==> src/rtl/minibyte_bus_pkg.sv <==
// -----------------------------------------------------------------------------
// minibyte_bus_pkg
// Shared definitions for the internal 8-bit bus of the minibyte CPU.
//   arb_state_t : arbiter FSM states (IDLE, GRANT, TURN)
//   BUS_W       : internal bus width
//   SRC_*       : request/grant bit positions of the standard bus sources
// -----------------------------------------------------------------------------
package minibyte_bus_pkg;

    typedef enum logic [1:0] {
        IDLE  = 2'd0,
        GRANT = 2'd1,
        TURN  = 2'd2
    } arb_state_t;

    localparam int BUS_W = 8;

    localparam int SRC_ACC = 0;
    localparam int SRC_PC  = 1;
    localparam int SRC_MAR = 2;
    localparam int SRC_MEM = 3;

endpackage

==> src/rtl/bus_drive_arbiter_rr_pick.sv <==
// -----------------------------------------------------------------------------
// rr_pick
// Combinational round-robin selector. The search starts one position after
// rr_ptr and wraps, so the most recent owner is always the last candidate.
// Ports:
//   req    in   N_REQ   request vector
//   rr_ptr in   IDX_W   index of the most recent owner
//   gnt    out  N_REQ   one-hot selected request (0 when none)
//   idx    out  IDX_W   index of the selected request
//   any    out  1       at least one request present
// -----------------------------------------------------------------------------
module rr_pick
    import minibyte_bus_pkg::*;
#(
    parameter int N_REQ = 4,
    parameter int IDX_W = $clog2(N_REQ)
) (
    input  logic [N_REQ-1:0] req,
    input  logic [IDX_W-1:0] rr_ptr,
    output logic [N_REQ-1:0] gnt,
    output logic [IDX_W-1:0] idx,
    output logic             any
);

    // Walk the candidates in rotation order and keep the first one found.
    always_comb begin : p_pick
        int k;
        gnt = '0;
        idx = '0;
        any = 1'b0;
        k   = 0;
        for (int i = 1; i <= N_REQ; i++) begin
            k = (int'(rr_ptr) + i) % N_REQ;
            if (!any && req[IDX_W'(k)]) begin
                any              = 1'b1;
                idx              = IDX_W'(k);
                gnt[IDX_W'(k)]   = 1'b1;
            end
        end
    end

endmodule

==> src/rtl/bus_drive_arbiter.sv <==
// -----------------------------------------------------------------------------
// bus_drive_arbiter
// Round-robin owner selection for the shared internal bus. Produces a
// registered one-hot grant that feeds each source's drive enable, and inserts
// TURNAROUND dead cycles between owners so no two drivers ever overlap.
// Optional feature macro: BUS_ARB_TIMEOUT_EN (tenure limit with forced release).
// Ports:
//   clk            in   1        system clock, rising edge
//   rst            in   1        asynchronous active-high reset
//   req            in   N_REQ    level requests, held while the bus is needed
//   grant          out  N_REQ    registered one-hot grant
//   bus_busy       out  1        high while any grant bit is set
//   owner_id       out  IDX_W    current owner, or last owner while idle
//   tenure_expired out  1        one-cycle pulse on a forced release
// -----------------------------------------------------------------------------
module bus_drive_arbiter
    import minibyte_bus_pkg::*;
#(
    parameter  int N_REQ      = 4,
    parameter  int TURNAROUND = 1,
    parameter  int MAX_TENURE = 15,
    localparam int IDX_W      = $clog2(N_REQ)
) (
    input  logic             clk,
    input  logic             rst,
    input  logic [N_REQ-1:0] req,
    output logic [N_REQ-1:0] grant,
    output logic             bus_busy,
    output logic [IDX_W-1:0] owner_id,
    output logic             tenure_expired
);

    // Dead-cycle counter load: the release edge itself is the first dead
    // cycle's start, so TURN waits TURNAROUND-1 further edges before picking.
    localparam logic [1:0] TURN_LOAD = (TURNAROUND > 0) ? 2'(TURNAROUND - 1) : 2'd0;

    if (N_REQ < 2 || N_REQ > 8 || TURNAROUND < 0 || TURNAROUND > 3 ||
        MAX_TENURE < 1 || MAX_TENURE > 255) begin : g_badConfig
        $error("bus_drive_arbiter: parameter out of range");
    end

    arb_state_t       r_state, w_stateNext;
    logic [N_REQ-1:0] r_grant, w_grantNext;
    logic [IDX_W-1:0] r_owner, w_ownerNext;
    logic [IDX_W-1:0] r_rrPtr, w_rrPtrNext;
    logic [1:0]       r_turnCnt, w_turnCntNext;
    logic             r_busy;
    logic             w_doPick;
    logic             w_newGrant;
    logic             w_ownerReq;
    logic             w_forceRelease;

    logic [N_REQ-1:0] w_pickGnt;
    logic [IDX_W-1:0] w_pickIdx;
    logic             w_pickAny;

    rr_pick #(
        .N_REQ (N_REQ),
        .IDX_W (IDX_W)
    ) u_rrPick (
        .req    (req),
        .rr_ptr (r_rrPtr),
        .gnt    (w_pickGnt),
        .idx    (w_pickIdx),
        .any    (w_pickAny)
    );

    assign w_ownerReq = req[r_owner];

`ifdef BUS_ARB_TIMEOUT_EN
    localparam logic [7:0] TENURE_MAX = 8'(MAX_TENURE);

    logic [7:0] r_tenure;
    logic [7:0] w_tenureInc;
    logic       r_expired;

    // The counter holds the number of completed grant cycles and saturates
    // at the limit, so a lone owner keeps the bus and a late competitor
    // triggers release on the very next edge.
    assign w_tenureInc    = (r_tenure < TENURE_MAX) ? r_tenure + 8'd1 : r_tenure;
    assign w_forceRelease = (r_state == GRANT) && w_ownerReq &&
                            (w_tenureInc == TENURE_MAX) && (|(req & ~r_grant));

    // Tenure counter restarts on every new grant, including back-to-back.
    always_ff @(posedge clk or posedge rst) begin
        if (rst) begin
            r_tenure  <= 8'd0;
            r_expired <= 1'b0;
        end else begin
            r_expired <= w_forceRelease;
            if (w_newGrant) begin
                r_tenure <= 8'd0;
            end else if (r_state == GRANT) begin
                r_tenure <= w_tenureInc;
            end
        end
    end

    assign tenure_expired = r_expired;
`else
    assign w_forceRelease = 1'b0;
    assign tenure_expired = 1'b0;
`endif

    // Next-state logic. A pick is requested from IDLE, from the end of TURN,
    // or directly on the release edge when no dead cycles are configured;
    // the pick itself is resolved once after the case so all three paths
    // share the same grant/pointer update.
    always_comb begin
        w_stateNext   = r_state;
        w_grantNext   = r_grant;
        w_ownerNext   = r_owner;
        w_rrPtrNext   = r_rrPtr;
        w_turnCntNext = r_turnCnt;
        w_doPick      = 1'b0;
        w_newGrant    = 1'b0;

        case (r_state)
            IDLE: begin
                w_doPick = 1'b1;
            end
            GRANT: begin
                if (!w_ownerReq || w_forceRelease) begin
                    w_grantNext = '0;
                    if (TURNAROUND == 0) begin
                        w_doPick = 1'b1;
                    end else begin
                        w_stateNext   = TURN;
                        w_turnCntNext = TURN_LOAD;
                    end
                end
            end
            TURN: begin
                w_grantNext = '0;
                if (r_turnCnt != 2'd0) begin
                    w_turnCntNext = r_turnCnt - 2'd1;
                end else begin
                    w_doPick = 1'b1;
                end
            end
            default: begin
                w_stateNext = IDLE;
                w_grantNext = '0;
            end
        endcase

        if (w_doPick) begin
            if (w_pickAny) begin
                w_stateNext = GRANT;
                w_grantNext = w_pickGnt;
                w_ownerNext = w_pickIdx;
                w_rrPtrNext = w_pickIdx;
                w_newGrant  = 1'b1;
            end else begin
                w_stateNext = IDLE;
                w_grantNext = '0;
            end
        end
    end

    // State and output registers; reset clears the grant immediately.
    always_ff @(posedge clk or posedge rst) begin
        if (rst) begin
            r_state   <= IDLE;
            r_grant   <= '0;
            r_owner   <= '0;
            r_rrPtr   <= IDX_W'(N_REQ - 1);
            r_turnCnt <= 2'd0;
            r_busy    <= 1'b0;
        end else begin
            r_state   <= w_stateNext;
            r_grant   <= w_grantNext;
            r_owner   <= w_ownerNext;
            r_rrPtr   <= w_rrPtrNext;
            r_turnCnt <= w_turnCntNext;
            r_busy    <= |w_grantNext;
        end
    end

    assign grant    = r_grant;
    assign bus_busy = r_busy;
    assign owner_id = r_owner;

endmodule

==> config.mk <==
export PLATFORM = sky130hd
export DESIGN_NAME = bus_drive_arbiter
export DESIGN_NICKNAME = d
export VERILOG_FILES = /design/src/rtl/minibyte_bus_pkg.sv /design/src/rtl/bus_drive_arbiter_rr_pick.sv /design/src/rtl/bus_drive_arbiter.sv
export SDC_FILE = /design/constraint.sdc
export NUM_CORES = 1
export LEC_CHECK = 0
export CAP_MARGIN = 20
export CORE_UTILIZATION = 60
export CTS_BUF_LIST = sky130_fd_sc_hd__clkbuf_16
export CTS_CLUSTER_DIAMETER = 150
export DETAILED_ROUTE_END_ITERATION = 7
export HOLD_SLACK_MARGIN = 0.05
export PLACE_DENSITY_LB_ADDON = 0.1
export SYNTH_ARGS = -nofsm -noshare
export SYNTH_HDL_FRONTEND = slang
export SYNTH_SLANG_ARGS = --single-unit
==> constraint.sdc <==
create_clock -name clk -period 10.9 [get_ports clk]
set_clock_uncertainty 0.1 [all_clocks]
set_input_delay 1.635 -clock clk [delete_from_list [all_inputs] [get_ports clk]]
set_output_delay 1.635 -clock clk [all_outputs]
set_load 0.1 [all_outputs]
Word level (Yosys, flattened, before mapping)
Index checks and enable logic that the tools add are counted.

storage, ports and cells
  register bits = 13
  input bits = 6
  output and inout port bits = 8

operators by class
  add/subtract/negate cells = 5
  order comparisons = 9
  eq/ne operators = 6
  mux-type cells = 47
  bitwise operators = 3
  reductions and logical operators = 18

operators by type and width
  cell                                                               count
  two-way mux 4 bit                                                  7
  two-way mux 1 bit                                                  19
  < comparator 2 x 4 -> 1 bit, second input constant                 4
  two-way mux 2 bit                                                  8
  bitwise OR 4 bit                                                   3
  binary-select mux 1 bit (select 2 bit)                             5
  demux 1 bit (select 2 bit)                                         4
  greater-or-equal comparator 2 x 1 -> 1 bit, second input constant  4
  one-hot mux 2 bit (2 select lines)                                 2
  one-hot mux 4 bit (2 select lines)                                 1
  logical AND 1 bit                                                  7
  adder 2 x 1 -> 2 bit, second input constant                        2
  adder 2 bit, second input constant                                 2
  != test 2 bit, second input constant                               2
  AND reduction 2 bit                                                2
  nonzero test 2 bit                                                 2
  OR reduction 4 bit                                                 1
  logical NOT 1 bit                                                  3
  < comparator 2 x 3 -> 1 bit, second input constant                 1
  != test 3 bit, second input constant                               1
  AND reduction 3 bit                                                1
  == test 2 x 1 -> 1 bit, second input constant                      1
  == test 2 bit, second input constant                               1
  logical NOT 2 bit                                                  1
  other kinds (4)                                                    4

Logic depth before layout (Yosys ltp)
  word-level depth = 17
  depth in mapped cells = 10
  gate-level depth less buffers = 8

Cells and area by module
Synthesis repeated with hierarchy kept, for this count alone.

unflattened totals
  cells, all modules = 122
  area, all modules = 1246.2 µm²

by module, submodules not included
  module             times used  cells an instance  area each (µm²)
  bus_drive_arbiter  1           49                 651.9
  rr_pick            1           73                 594.3

Worst setup path before layout
Ideal clock, no wire load.

  path type = in2reg
  from = input port req[0]
  to = register r_busy, in the netlist bus_busy
  setup time = 138 ps
  arrival time = 3712 ps
  data required time = 10662 ps
  slack = 6949 ps
  cell stages on the path = 8
  cell sequence = buf_2 > mux4_2 > or3_1 > buf_2 > o21ai_4 > o31a_2 > o211ai_1 > or4b_1

between the ends
  word-level cells in the longest chain between the ends = 16
  elaborated cells between the ends (all ways) = 36
  those cells by class = 26 x mux; 3 x bitwise; 7 x reduce/logical

ends and longest elaborated chain
  item                                                           RTL line                         text
  start: declaration                                             bus_drive_arbiter.sv:26          input logic [N_REQ-1:0] req,
  binary-select mux 1 bit (select 2 bit)                         bus_drive_arbiter_rr_pick.sv:34  if (!any && req[IDX_W'(k)]) begin
  two-way mux 1 bit (not written as such) (2 in series)          bus_drive_arbiter_rr_pick.sv:34
  two-way mux 1 bit                                              bus_drive_arbiter_rr_pick.sv:34
  logical NOT 1 bit                                              bus_drive_arbiter_rr_pick.sv:34
  logical AND 1 bit                                              bus_drive_arbiter_rr_pick.sv:34
  two-way mux 1 bit                                              bus_drive_arbiter_rr_pick.sv:34
  logical NOT 1 bit                                              bus_drive_arbiter_rr_pick.sv:34
  logical AND 1 bit                                              bus_drive_arbiter_rr_pick.sv:34
  two-way mux 1 bit                                              bus_drive_arbiter_rr_pick.sv:34
  logical NOT 1 bit                                              bus_drive_arbiter_rr_pick.sv:34
  logical AND 1 bit                                              bus_drive_arbiter_rr_pick.sv:34
  two-way mux 4 bit / two-way mux 1 bit (equally long branches)  bus_drive_arbiter_rr_pick.sv:34
  two-way mux 4 bit                                              bus_drive_arbiter.sv:148         if (w_pickAny) begin
  two-way mux 4 bit *                                            bus_drive_arbiter.sv:147         if (w_doPick) begin
  OR reduction 4 bit *                                           bus_drive_arbiter.sv:176         r_busy <= |w_grantNext;
  end signal: assignment                                         bus_drive_arbiter.sv:176
  end: declaration                                               bus_drive_arbiter.sv:47          logic r_busy;

Every way passes the cells marked *; elsewhere a longest branch is shown, timed or not. The select of a mux whose other input is x is not followed.
A chain may end at the register's enable or synchronous reset.

Final worst setup path
  from = input port req[2]
  to = register r_busy, in the netlist bus_busy

The elaborated chain is that of the path after synthesis.

==> run metrics <==
status=complete, no violations; Crit Path Category=input pin to flop; met2 routed WL=1170 microns; Max-cap violations=0; vias in the first global route=847; final hold viol count=0; Port Buffers=12; I/O pins=14; drt first pass iters=4; largest net degree at the start of global routing=22; TritonCTS Buffers=3; share of post-route cells with drive strength above 1=about a tenth; DR DRC count=0; clock latency on the worst-skew pair=0.24 ns; fin nets=between 150 and 200; full die area=2240 sq um; r2r startpoint=r_rrPtr[0]; Hold Buf Count CTS=0; diode count=0; clk slew on worst S/H paths=0.04 ns; R2R cell count=8; f_max=230 MHz; H-tree levels=1; row cnt=16; GRT Util Overall=24.8%; Cell variety after synth=42; crit path launch=req[2]; type of the tightest min-delay check=flop to flop; M1 WL=1210 microns; gpl congestion=between 0.9 and 1; synth-to-layout area growth=14.4%; min cycle time layout=about 4.3 ns; syn nets=151; synth warn=0; Async SR Flop Fraction=100%; vias=1049; Die Ht=about 47 microns; Final Max Slew Viols=0; Top Family by Delay on Critical Path=simple AND/OR/NAND/NOR gates; wire length per cell=15.2 microns; setup TNS=0 ns; Critical Path Sink=bus_busy; critical path fanouts, max=10; max layer used=met4; CTS tree=yes; Slew HR=about a third; cells along the critical path=clkdlybuf4s50_1 > mux4_2 > or3_1 > o21ai_4 > o31a_2 > o211ai_1 > or4b_1; post-CTS setup buffers=0; slowest CP cell=mux4_2; Post-synth EDFFs=0; WP depth=7; Cell Area, Synth=approximately 1200 sq um; synthesized instance count=around 140; crit share post-route=39.8%; Detail Placement HPWL=between 1500 and 2000 microns; CP endpoint kind=flop; Critical R2R Capture=bus_busy; sequential-to-total area share from yosys stat=26.6%; Yosys reg bits=13; Routed WL=2560 microns; remaining global-route overflow=0; most frequent cells in the layout=12 x nor2_1, 12 x clkdlybuf4s50_1, 11 x dfrtp_1; CP arrival=4.35 ns; post-route antenna net violation count=0; metal3 WL=between 100 and 150 microns; RSZ-0062 raised after global routing=no; global-route wire length before repair=3840 microns; register-to-register setup slack=6.78 ns; required time worst endpoint=10.91 ns; Core Region=1940 sq um; Initial DRC Count=46; Syn Area/Cell=9.06 sq um; startpoint types=input pin; fill count=146; chip width=47.3 microns; # resized after CTS=0; worst slew pin tran=0.971 ns; CP max stage delay=approximately 0.61 ns; CTS sink count=13; Starting Density=63.5%; worst path bufs/invs=1; Max Buffers Root-to-Sink=2; initial antenna violation count=0; Root Buffer=clkbuf_16; Vias/cell=just over 6; ys flop type=dfrtp_1; Setup Viol. Count Final=0
==> state kept, by name (all words and copies together) (netlist names) <==
register / flops
bus_busy: 1
r_rrPtr: 2
r_state: 2
grant: 4
owner_id: 2
r_turnCnt: 2
==> synthesized netlist by cell type, types with 3 or more instances <==
master | number | area (sq um)
a2111oi_0 | 3 | 26.3
a21oi_1 | 4 | 20.0
ha_1 | 9 | 113
inv_1 | 9 | 33.8
buf_2 | 5 | 25.0
nand2_1 | 9 | 33.8
o21ai_0 | 9 | 45.0
mux4_2 | 5 | 113
nor2b_1 | 6 | 37.5
nand2b_1 | 4 | 25.0
nor2_1 | 12 | 45.0
o22ai_1 | 3 | 18.8
mux2i_1 | 8 | 80.1
dfrtp_1 | 11 | 275
==> layout make-up <==
| type | count | area (sq um) | area share, % |
|---|---|---|---|
| Clock inverter | 1 | 3.75 | 0.266 |
| Clock buffer | 3 | 75.1 | 5.32 |
| Timing Repair Buffer | 12 | 120 | 8.52 |
| Sequential cell | 13 | 328 | 23.2 |
| Multi-Input combinational cell | 104 | 816 | 57.9 |
| Inverter | 9 | 33.8 | 2.40 |
| Tap cell | 27 | 33.8 | 2.40 |
==> worst reg2reg max path: stages (launching register included) <==
cell and delay (ns):
dfstp_2 0.80, inv_1 0.29, ha_1 0.61, mux4_2 0.64, or3_1 0.51, o21ai_4 0.30, o31a_2 0.21, o211ai_1 0.07
or4b_1 0.46
==> layer usage <==
layer | global-route usage (%) | up-vias
met5 | 0 | -
met4 | 8.00 | 0
met3 | 6.54 | 5
met2 | 35.9 | 34
met1 | 35.9 | 504
li1 | - | 506
==> metrics by stage <==
| stage | hold WS (ns) | std cells | area [sq um] | setup slack (ns) | utilization (%) |
|---|---|---|---|---|---|
| global route | 0.416 | 169 | 1410 | 6.47 | 72.6 |
| detailed placement | 0.391 | 165 | 1330 | 6.35 | 68.6 |
| finish | 0.392 | 169 | 1410 | 6.56 | 72.6 |
| global placement | 0.383 | 165 | 1330 | 6.42 | 68.6 |
| CTS | 0.392 | 169 | 1410 | 6.60 | 72.6 |
| floorplan | 0.408 | 136 | 1230 | 6.95 | - |
==> worst min-delay path by stage <==
stage	cells past startpoint	start	endpoint
after detailed placement	1	grant[3]	grant[3]
after global routing	1	grant[2]	grant[2]
final	1	grant[2]	grant[2]
after CTS	1	grant[2]	grant[2]
after global placement	1	grant[2]	grant[2]
after floorplan	2	r_turnCnt[1]	r_turnCnt[1]
==> cells by family after synthesis <==
| group | count (synthesis) | synth area share (%) |
|---|---|---|
| AO/OA/AOI/OAI | 36 | 20.7 |
| other | 1 | 0.304 |
| flip-flops | 13 | 26.6 |
| adder cells (fa/ha/maj) | 9 | 9.14 |
| XOR/XNOR | 2 | 1.42 |
| AND/OR/NAND/NOR | 41 | 17.2 |
| multiplexers | 15 | 17.5 |
| buffers and inverters | 19 | 7.21 |
Power is not shown: default switching activity piles up to over one toggle a cycle in this logic, so the estimate is an artifact.
==> variant 1, RTL diff (same flow settings) <==
The parameter `TURNAROUND` goes from 1 to 0. Comments in the files are not updated.
--- a/src/rtl/bus_drive_arbiter.sv
+++ b/src/rtl/bus_drive_arbiter.sv
@@ -17,7 +17,7 @@
     import minibyte_bus_pkg::*;
 #(
     parameter  int N_REQ      = 4,
-    parameter  int TURNAROUND = 1,
+    parameter  int TURNAROUND = 0,
     parameter  int MAX_TENURE = 15,
     localparam int IDX_W      = $clog2(N_REQ)
 ) (
Check against the original RTL: not equivalent (a bounded check fails within 4 cycles, from zero or initial values and one cycle with rst high).
==> variant 1 against the original RTL <==
  * Sequential cell count down 3
  * Wire length down 14%
  * Critical endpoint unchanged
  * Final area down 21%
  * Utilization up 8.5 points
  * Sequential share of layout area down 0.45 points
  * Fmax up 16%
  * Highest routed layer unchanged
  * Synthesized area down 25%
  * Worst setup slack better by 0.60 ns
Power is not shown: default switching activity piles up to over one toggle a cycle in this logic, so the estimate is an artifact.
==> variant 1: results (changes against the original RTL) <==
* Asr flop ratio synth at 1.000 (unchanged)
* DR iter-0 viols at 57 (+24%)
* Worst-path clk slew at 0.04 ns (about the same)
* PortBufs at 12 (unchanged)
* Worst R2R Path Depth at 8 (unchanged)
* Number of flip-flops in the largest register at 4 (unchanged)
* Pin count of the biggest net entering global routing at 17 (-23%)
* CTS Buf Count at 3 (unchanged)
* Proportion of layout cells with a drive suffix above 1 at 0.1121 (+0.01348)
* Reg2reg end: bus_busy
* Antenna diodes at 0 (unchanged)
* Fillers at 82 (-44%)
* DPL Wire Length at 1.507 mm (-21%)
* Post-cts sizing count at 0 (unchanged)
* Post-synth top cells: 11 x nand2_1, 8 x dfrtp_1, 8 x nor2_1
* Global-route usage over all layers at 0.2968 (+0.04874)
* Syn_nets at 117 (-23%)
* CTS Buffer Depth at 2 (unchanged)
* R2R Path Start: r_rrPtr[1]
* Vias in the first global route at 734 (-13%)
* Hold path depth at 1 (unchanged)
* GPL Wtd Cong at 0.9241 (+2.1%)
* Register area share after synthesis at 0.2722 (+0.006247)
* Hold crit path type: flop to flop
* Synth top area cells: dfrtp_1 22%, ha_1 9.4%, dfstp_2 5.7%, mux2_2 4.9%, mux4_2 4.9%
* Crit Path Max Fanout at 9 (-1)
* First-pass GRT wire length at 3.208 mm (-17%)
* Vias at 854 (-19%)
* CP Data Arrival Time at 3.76 ns (-0.59 ns)
* Nets at 130 (-18%)
* Antenna violations before repair at 0 (unchanged)
* Synth warnings at 0 (unchanged)
* Routed wire length at 2.216 mm (-14%)
* H-tree depth at 1 (unchanged)
* Hold Startpoint: grant[0]
* Top FF cell, synth: dfrtp_1
* Status: finished clean
* Netlist cell types at 38 (-9.5%)
* Reg-to-reg slack, setup at 7.79 ns (+1.01 ns)
* Worst-Skew Late Latency at about 0.23 ns
* Max-slew headroom at 0.3455 (-0.005400)
* Hold endpoint: grant[0]
* Drt first pass iters at 4 (unchanged)
* Clk root buf: clkbuf_16
[variant 1: cell count changes after synthesis, moves of 3 or more]
cell / delta
mux2i_1: -4
buf_2: -4
a2111oi_0: -3
nor2b_1: -6
nor2_1: -4
dfrtp_1: -3
mux4_2: -3
nand3_1: +3
o21ai_0: -5
[variant 1: cells by family after synthesis]
group	after synthesis	share of synthesized area
AOI/OAI and AO/OA	28	0.2049
xor gates and xnor gates	2	0.01887
adders and majority gates	7	0.09434
buffers and inverters	12	0.07277
DFF	10	0.2722
muxes	11	0.1685
other	1	0.004039
and+or+nand+nor	33	0.1644
[variant 1: final cells by class]
cell class	instances	share of cell area
Clock buffer	3	0.06772
Clock inverter	1	0.003386
Inverter	8	0.02709
Multi-Input combinational cell	82	0.5485
Sequential cell	10	0.2280
Tap cell	15	0.01693
Timing Repair Buffer	12	0.1084
[variant 1: worst max-delay path by stage]
stage | to | cells past startpoint | slack [ns] | start
floorplan | bus_busy | 6 | 7.79 | req[3]
global placement | bus_busy | 7 | 6.99 | req[3]
detailed placement | bus_busy | 7 | 6.98 | req[3]
CTS | bus_busy | 7 | 7.20 | req[3]
global route | bus_busy | 7 | 7.06 | req[3]
finish | bus_busy | 7 | 7.16 | req[3]
[variant 1: metrics by stage]
step	instances	util	hold slack, ns	setup slack, ns	cell area (sq um)
final	131	0.8114	0.4049	7.155	1109
after global routing	131	0.8114	0.4178	7.063	1109
after global placement	127	0.7537	0.3956	6.994	1030
after detailed placement	127	0.7537	0.3971	6.981	1030
after CTS	131	0.8114	0.4087	7.205	1109
after floorplan	104	-	0.5396	7.790	928.4
[variant 1: critical path, stage by stage]
cell             delay, ns
clkdlybuf4s50_1       0.63
mux4_2                0.30
and2_1                0.33
nor2_1                0.12
a32oi_1               0.30
nand3_1               0.10
or3_1                 0.34
[variant 1: routing by layer]
metal  vias up  part of all wire  routed length [um]  track usage
li1        407                 -                   -            -
met1       388              0.42                 920       0.3654
met2        52              0.49                1085       0.4766
met3         7             0.080                 178       0.1064
met4         0             0.014                  31       0.1048
met5         -                 0                   0            0
==> variant 2, RTL diff (same settings) <==
Made on the original files. Encoding of `arb_state_t`: now one-hot (3 bits for 3 states).
--- a/src/rtl/minibyte_bus_pkg.sv
+++ b/src/rtl/minibyte_bus_pkg.sv
@@ -7,10 +7,10 @@
 // -----------------------------------------------------------------------------
 package minibyte_bus_pkg;
 
-    typedef enum logic [1:0] {
-        IDLE  = 2'd0,
-        GRANT = 2'd1,
-        TURN  = 2'd2
+    typedef enum logic [2:0] {
+        IDLE  = 3'b001,
+        GRANT = 3'b010,
+        TURN  = 3'b100
     } arb_state_t;
 
     localparam int BUS_W = 8;
Behaviour: same outputs for any inputs over 4 cycles, from zero or initial values and one cycle with rst high; so few cycles prove little.
==> variant 2 against the original RTL <==
  * Cell count up 10%
  * Wire length up 15%
  * Sequential cell count up 1
  * Fmax increased by 13%
  * Final area rose by 6.1%
  * Synthesized area rose by 7.2%
  * Worst setup slack better by 0.49 ns
  * Critical endpoint unchanged
==> variant 2: results (changes against the original RTL) <==
* Pre-CTS WS at 6.856 ns (+0.5045 ns)
* CTS Buf Count at 3 (unchanged)
* Synth warnings at 0 (unchanged)
* Routed wire length at 2.946 mm (+15%)
* Netlist cell types at 58 (+38%)
* Setup-failing EPs final at 0 (unchanged)
* Vias in the first global route at 1,085 (+28%)
* Global-route usage over all layers at 0.2756 (+0.02755)
* Nets at 175 (+11%)
* Number of flip-flops in the largest register at 4 (unchanged)
* DR iter-0 viols at 24 (-48%)
* Crit Path Max Fanout at 17 (+7)
* Post-CTS Setup Bufs at 0 (unchanged)
* Status: finished clean
* DP Area at 1418 sq um (+6.5%)
* Pin count of the biggest net entering global routing at 28 (+27%)
* CP Data Arrival Time at 3.86 ns (-0.49 ns)
* Fillers at 144 (-1.4%)
* P_leak at 0.6499 nW
* Synth top area cells: dfrtp_1 21%, ha_1 8.5%, dfstp_2 6.0%, nor2_1 5.4%, mux2i_1 3.8%
* H-tree depth at 1 (unchanged)
* Proportion of layout cells with a drive suffix above 1 at 0.1132 (+0.01462)
* Worst-path clk slew at approximately 0.050 ns
* Post-cts sizing count at 0 (unchanged)
* Antenna violations before repair at 0 (unchanged)
* Top FF cell, synth: dfrtp_1
* Antenna diodes at 0 (unchanged)
* First-pass GRT wire length at 4.995 mm (+30%)
* Drt first pass iters at 4 (unchanged)
* Layout overhead on the synthesized area at 13.26%
* VDD IR-drop max at roughly 0.00023 V
* Syn_nets at 170 (+13%)
* Asr flop ratio synth at 1.000 (unchanged)
* Hold crit path type: flop to flop
* GPL Wtd Cong at 0.9062 (+0.14%)
* Clk root buf: clkbuf_16
* CTS Buffer Depth at 2 (unchanged)
* Worst-Skew Late Latency at 0.24 ns (about the same)
* Vias at 1,203 (+15%)
* DPL Wire Length at 2.082 mm (+9.7%)
* PortBufs at 12 (unchanged)
* Post-synth top cells: 19 x nor2_1, 11 x dfrtp_1, 10 x inv_1, 10 x nand2_1, 9 x ha_1
* Register area share after synthesis at 0.2680 (+0.002003)
* Max-slew headroom at 0.3497 (-0.001276)
## variant 2: cell count changes in the layout (fill, tap and decap cells not counted), sizes merged, moves of 3 or more
cell   unedited run  this run
mux2i             8         5
mux4              5         2
nor2             12        19
nor2b             6         2
o21ai            11         5
## variant 2: metal layers
metal / vias up / part of all wire / track usage
met1: 576 / 0.45 / 0.3728
met4: 0 / 0.025 / 0.1471
met5: - / 0 / 0
li1: 574 / - / -
met2: 40 / 0.47 / 0.4167
met3: 13 / 0.050 / 0.04984
## variant 2: report_power, final
group | internal [mW] | switching, mW
Sequential | 0.0793 | 0.0427
Combinational | 0.111 | 0.190
Clock | 0.0484 | 0.0211
## variant 2: logic make-up after synthesis
kind of cell             Yosys count  synth area share
AO/OA/AOI/OAI                     42            0.2434
adder cells (fa/ha/maj)            9           0.08523
buffers and inverters             23           0.07766
flip-flops                        14            0.2680
multiplexers                       9           0.08901
other                              1          0.002838
AND/OR/NAND/NOR                   57            0.2339
## variant 2: worst paths after layout
path	slack, ns	cells after the start	to	start
setup / recovery	7.05	7	bus_busy	req[3]
hold / removal	0.41	2	grant[2]	grant[2]
setup reg to reg	7.89	6	bus_busy	r_rrPtr[0]
hold reg to reg	0.41	2	grant[2]	grant[2]
max in group asynchronous	8.71	2	r_rrPtr[0]	rst
min in group asynchronous	1.62	2	grant[3]	rst
## variant 2: final cells by class
type / count / area share
Clock inverter: 1 / 0.002508
Multi-Input combinational cell: 118 / 0.5778
Timing Repair Buffer: 13 / 0.08528
Clock buffer: 3 / 0.05017
Inverter: 10 / 0.02508
Tap cell: 27 / 0.02258
Sequential cell: 14 / 0.2366
## variant 2: worst max-delay path, stage by stage
cell             delay (ns)
clkdlybuf4s50_1        0.70
mux2i_1                0.43
mux2_2                 0.31
nor2b_1                0.06
a311o_1                0.34
o31ai_1                0.26
nand4_1                0.12
## variant 2: per-stage QoR
stage,std cells,hold WS [ns]
detailed placement,182,0.3979
global placement,182,0.3889
CTS,186,0.4113
global route,186,0.4426
finish,186,0.4052
floorplan,155,0.4075
